## src/rtl/branch_resolve_unit.sv

```systemverilog
// Branch resolution unit: evaluates a branch condition, reports the prediction outcome to the
// condition register through a request/grant handshake, then presents the result to a consumer.
module branch_resolve_unit #(
    parameter int unsigned ID_WIDTH = 8
) (
    input  logic                clk,
    input  logic                rst_n,
    input  logic                in_valid,
    output logic                in_ready,
    input  logic [ID_WIDTH-1:0] in_issue_id,
    input  logic [31:0]         in_pc,
    input  logic [31:0]         in_rs_val,
    input  logic [31:0]         in_rt_val,
    input  logic [15:0]         in_imm16,
    input  logic [2:0]          in_cond,
    input  logic                in_pred_taken,
    output logic                ecr_req_write,
    output logic [ID_WIDTH-1:0] ecr_issue_id,
    output logic [1:0]          ecr_wdata,
    input  logic                ecr_grant,
    output logic                ecr_release_lock,
    output logic                out_valid,
    input  logic                out_ready,
    output logic [ID_WIDTH-1:0] out_issue_id,
    output logic                out_taken,
    output logic                out_mispredict,
    output logic [31:0]         out_redirect_pc,
    output logic                busy
);

    localparam logic [1:0] StIdle = 2'd0;
    localparam logic [1:0] StReq  = 2'd1;
    localparam logic [1:0] StRel  = 2'd2;
    localparam logic [1:0] StResp = 2'd3;

    logic [1:0]          state_q, state_d;
    logic [ID_WIDTH-1:0] id_q;
    logic                taken_q;
    logic                mispredict_q;
    logic [31:0]         redirect_q;

    logic                accept;
    logic                taken_d;
    logic [31:0]         target;
    logic [31:0]         fall_through;

    assign accept = in_valid && (state_q == StIdle);

    always_comb begin
        taken_d = 1'b0;
        unique case (in_cond)
            3'd0:    taken_d = (in_rs_val == in_rt_val);
            3'd1:    taken_d = (in_rs_val != in_rt_val);
            3'd2:    taken_d = ($signed(in_rs_val) <= 32'sd0);
            3'd3:    taken_d = ($signed(in_rs_val) > 32'sd0);
            3'd4:    taken_d = in_rs_val[31];
            3'd5:    taken_d = ~in_rs_val[31];
            default: taken_d = 1'b0;
        endcase
    end

    // Offset is in words; the delay slot makes the fall-through pc + 8.
    assign target       = in_pc + 32'd4 + {{14{in_imm16[15]}}, in_imm16, 2'b00};
    assign fall_through = in_pc + 32'd8;

    always_comb begin
        state_d = state_q;
        unique case (state_q)
            StIdle:  if (in_valid)  state_d = StReq;
            StReq:   if (ecr_grant) state_d = StRel;
            StRel:                  state_d = StResp;
            StResp:  if (out_ready) state_d = StIdle;
            default:                state_d = StIdle;
        endcase
    end

    always_ff @(posedge clk or negedge rst_n) begin
        if (!rst_n) begin
            state_q      <= StIdle;
            id_q         <= '0;
            taken_q      <= 1'b0;
            mispredict_q <= 1'b0;
            redirect_q   <= '0;
        end else begin
            state_q <= state_d;
            if (accept) begin
                id_q         <= in_issue_id;
                taken_q      <= taken_d;
                mispredict_q <= taken_d ^ in_pred_taken;
                redirect_q   <= taken_d ? target : fall_through;
            end
        end
    end

    // Gate with rst_n so in_ready is low for the whole reset window.
    assign in_ready         = rst_n && (state_q == StIdle);
    assign busy             = (state_q != StIdle);
    assign ecr_req_write    = (state_q == StReq);
    assign ecr_release_lock = (state_q == StRel);
    assign out_valid        = (state_q == StResp);

    assign ecr_issue_id    = id_q;
    assign ecr_wdata       = mispredict_q ? 2'b10 : 2'b01;
    assign out_issue_id    = id_q;
    assign out_taken       = taken_q;
    assign out_mispredict  = mispredict_q;
    assign out_redirect_pc = redirect_q;

endmodule

```

## config.mk

```make
export PLATFORM = sky130hd
export DESIGN_NAME = branch_resolve_unit
export DESIGN_NICKNAME = d
export VERILOG_FILES = /design/src/rtl/branch_resolve_unit.sv
export SDC_FILE = /design/constraint.sdc
export NUM_CORES = 1
export LEC_CHECK = 0
export CAP_MARGIN = 10
export CELL_PAD_IN_SITES_DETAIL_PLACEMENT = 0
export CELL_PAD_IN_SITES_GLOBAL_PLACEMENT = 1
export CORE_MARGIN = 2
export CORE_UTILIZATION = 50
export CTS_BUF_LIST = sky130_fd_sc_hd__clkbuf_4
export DETAILED_ROUTE_END_ITERATION = 6
export DONT_BUFFER_PORTS = 1
export GPL_TIMING_DRIVEN = 0
export PLACE_DENSITY = 0.84
export SYNTH_ARGS = -nofsm -noshare
export SYNTH_HDL_FRONTEND = slang
export SYNTH_SLANG_ARGS = --single-unit
export TNS_END_PERCENT = 5
```

## constraint.sdc

```tcl
create_clock -name clk -period 2.78 [get_ports clk]
set_input_delay 0.417 -clock clk [delete_from_list [all_inputs] [get_ports clk]]
set_output_delay 0.417 -clock clk [all_outputs]
set_load 0.05 [all_outputs]
```

==> out/qor.txt <==
Post-synthesis sequential area ratio -> 22.6%
Largest net degree at the start of global routing -> 45
Crit start category -> input pin
Core area -> 9640 um^2
Distinct cells, synth -> 59
Io pins -> 186
CTS H-tree lvls -> 2
Dominant synthesized flop cell -> dfrtp_1
Clk_lat worst skew -> 0.38 ns
CP required -> 3.04 ns
RSZ-0062 raised after global routing -> no
Slew HR -> 63.8%
Worst vdd ir -> 457 uV
Clk pin slew, worst setup/hold paths -> 0.14 ns
Detailed Route Iter0 Violations -> 176
CTS Buf Count -> 5
CTS Sinks -> 44
Reg power frac -> 50.6%
Final Hold Vio Count -> 0
Die width -> 103 um
Crit path max fanout -> 4
Syn Inst Count -> 585
Yosys warning count -> 0
Max-cap check violation count -> 0
Crit Path Class -> input pin to flop
Initial antenna violation count -> 0
Switching Fraction -> 60.8%
Combinational share of power -> 39.9%
P_sw -> 2.67 mW
Nets -> 788
Die H -> 103 um
Wire per inst -> 17.5 um
Number of synthesized register bits -> 44
I/O Buffers -> 0
1st-pass router iterations -> 4
Post-route minimum period -> 2.62 ns
Routability cong. -> 0.945
Routed wire length -> 12,800 um
Post-Syn Area -> 4880 um^2
Root Buffer -> clkbuf_4
Worst Tran Pin Value -> 0.542 ns
Fin Clk Skew -> 0.00800 ns
Final Setup Violations -> 0
Row cnt -> 36
Slew Viols, Final -> 0
Post-route setup slack -> 0.165 ns
Via count -> 4,262
Routed Antenna Nets -> 0
Crit path capture type -> flop
Via density -> 5.85
Asr flop ratio synth -> 100%
GRT Total Usage -> 24.0%
Vias in the first global route -> 4,189
Max clock buf depth -> 2
DP HPWL -> 10,600 um
Die area -> 10,600 um^2
Layout cells sized above 1 -> 6.21%
LEAKAGE -> 2.35 nW
Placement Setup Slack -> -0.357 ns
Seq. cell area -> 1100 um^2
Worst Hold Class -> input pin to flop
Filler cells -> 951
FMAX -> 0.382 GHz
Ant. Diodes -> 0
Initial Utilization -> 50.6%
Area grow syn2layout -> 6.47%
EDFF count, synth -> 0
Status -> completed
Mean Syn Cell Area -> 8.33 um^2
Area of the multi-input gates -> 3570 um^2
Remaining routing DRC violations -> 0
Int Power -> 1.72 mW
PD cells -> 846 nW/um^2
Syn Nets -> 778
CTS tree -> built
First-pass GRT wire length -> 20,100 um
Period utilisation layout -> 94.1%
Clock power frac -> 9.4%
Gr ovfl total -> 0
Pwr Total -> 4.39 mW
Critical path arrival -> 2.88 ns
-- cell usage after synthesis (7+ instances only) --
master	n	share of area (%)
nor3_1	7	0.72
ha_1	63	16
nand4_1	12	1.5
dfrtp_1	44	23
nand2_1	87	6.7
or3_1	9	1.2
nor2_1	27	2.1
and3_1	9	1.2
nand3_1	20	2.1
nor4_1	23	3.0
clkbuf_1	14	1.1
buf_4	11	1.7
inv_1	17	1.3
a21o_1	10	1.5
xnor2_1	30	5.4
xor2_1	51	9.2
mux2i_1	22	4.5
a21oi_1	24	2.5
o21ai_0	36	3.7
a31oi_1	7	0.90
-- cells by family after synthesis --
logic type               count (synthesis)  share of synthesized area [%]
AND/OR/NAND/NOR                        212                           21.7
AO/OA/AOI/OAI                          114                           14.9
XOR/XNOR                                81                           14.5
adder cells (fa/ha/maj)                 64                           16.6
buffers and inverters                   46                           4.72
flip-flops                              44                           22.6
multiplexers                            24                           4.98
-- through the flow --
step | util (%) | instances | instance area [um^2] | TNS, ns | hold WS [ns]
after floorplan | - | 585 | 4880 | 0 | 0.121
after global placement | 52.3 | 718 | 5040 | -3.11 | 0.122
after detailed placement | 52.3 | 718 | 5040 | -3.50 | 0.122
after CTS | 53.5 | 728 | 5160 | 0 | 0.135
after global routing | 53.9 | 729 | 5190 | 0 | 0.137
final | 53.9 | 729 | 5190 | 0 | 0.134
-- path summary, 6_finish.rpt --
| path | startpoint | end | slack [ns] | cells after the start |
|---|---|---|---|---|
| hold / removal | in_issue_id[4] | ecr_issue_id[4] | 0.13 | 2 |
| max in group asynchronous | rst_n | out_redirect_pc[24] | 2.03 | 2 |
| setup / recovery | in_pc[3] | out_redirect_pc[27] | 0.16 | 12 |
| min in group asynchronous | rst_n | ecr_issue_id[6] | 0.54 | 2 |
| hold reg to reg | state_q[1] | state_q[1] | 0.70 | 2 |
| setup reg to reg | state_q[0] | ecr_issue_id[3] | 0.24 | 8 |
-- state kept, by name (all words and copies together), names as in the netlist --
signal / flops
state_q: 2
out_taken: 1
out_mispredict: 1
out_redirect_pc: 32
ecr_issue_id: 8
-- repair_timing --
action                                  in CTS  in global routing
hold buffers                                 2                  0
hold endpoints to repair                    44                  0
setup buffers                                0                  1
endpoints found under the setup margin       0                  9
gates resized for setup                      0                  3
-- per-layer routing --
layer / routed length, um / track usage, % / vias up
met5: 0 / 0 / -
met4: 193 / 4.66 / 0
met3: 1080 / 7.12 / 17
met2: 6110 / 41.1 / 143
met1: 5390 / 30.4 / 1981
li1: - / - / 2121
-- power groups by stage --
stage               logic [mW]  clock network (mW)  registers (mW)
global placement          1.68                   0            2.24
CTS                       1.76               0.420            2.23
detailed placement        1.73                   0            2.25
floorplan                 1.47                   0            2.14
global route              1.98               0.443            2.27
finish                    1.76               0.414            2.22
-- layout by cell type, fill, tap and decap left out, types with 17 or more instances in the layout --
master,synthesis,routed
inv_1,17,17
nand3_1,20,20
xor2_1,51,51
xnor2_1,30,30
nand2_1,87,87
a21oi_1,24,24
mux2i_1,22,22
ha_1,63,63
dfrtp_1,44,44
o21ai_0,36,36
nor2_1,27,27
nor4_1,23,23
-- worst max-delay path, stage by stage --
cell       delay [ns]
ha_1             0.27
ha_1             0.23
fa_1             0.42
a21o_1           0.22
o2bb2ai_1        0.17
o211ai_1         0.18
buf_4            0.16
a21bo_2          0.17
a21oi_1          0.10
a31o_2           0.28
mux2i_1          0.18
nand3_1          0.09
-- area by class of cell --
class                      count  area share [%]
multi-input combinational    495            68.7
sequential                    44            21.2
buffer                        29            3.21
tap                          133            3.21
inverter                      17            1.23
timing repair buffer           3           0.868
clock inverter                 3           0.819
clock buffer                   5           0.723
Power figures use the tool's default switching activity.
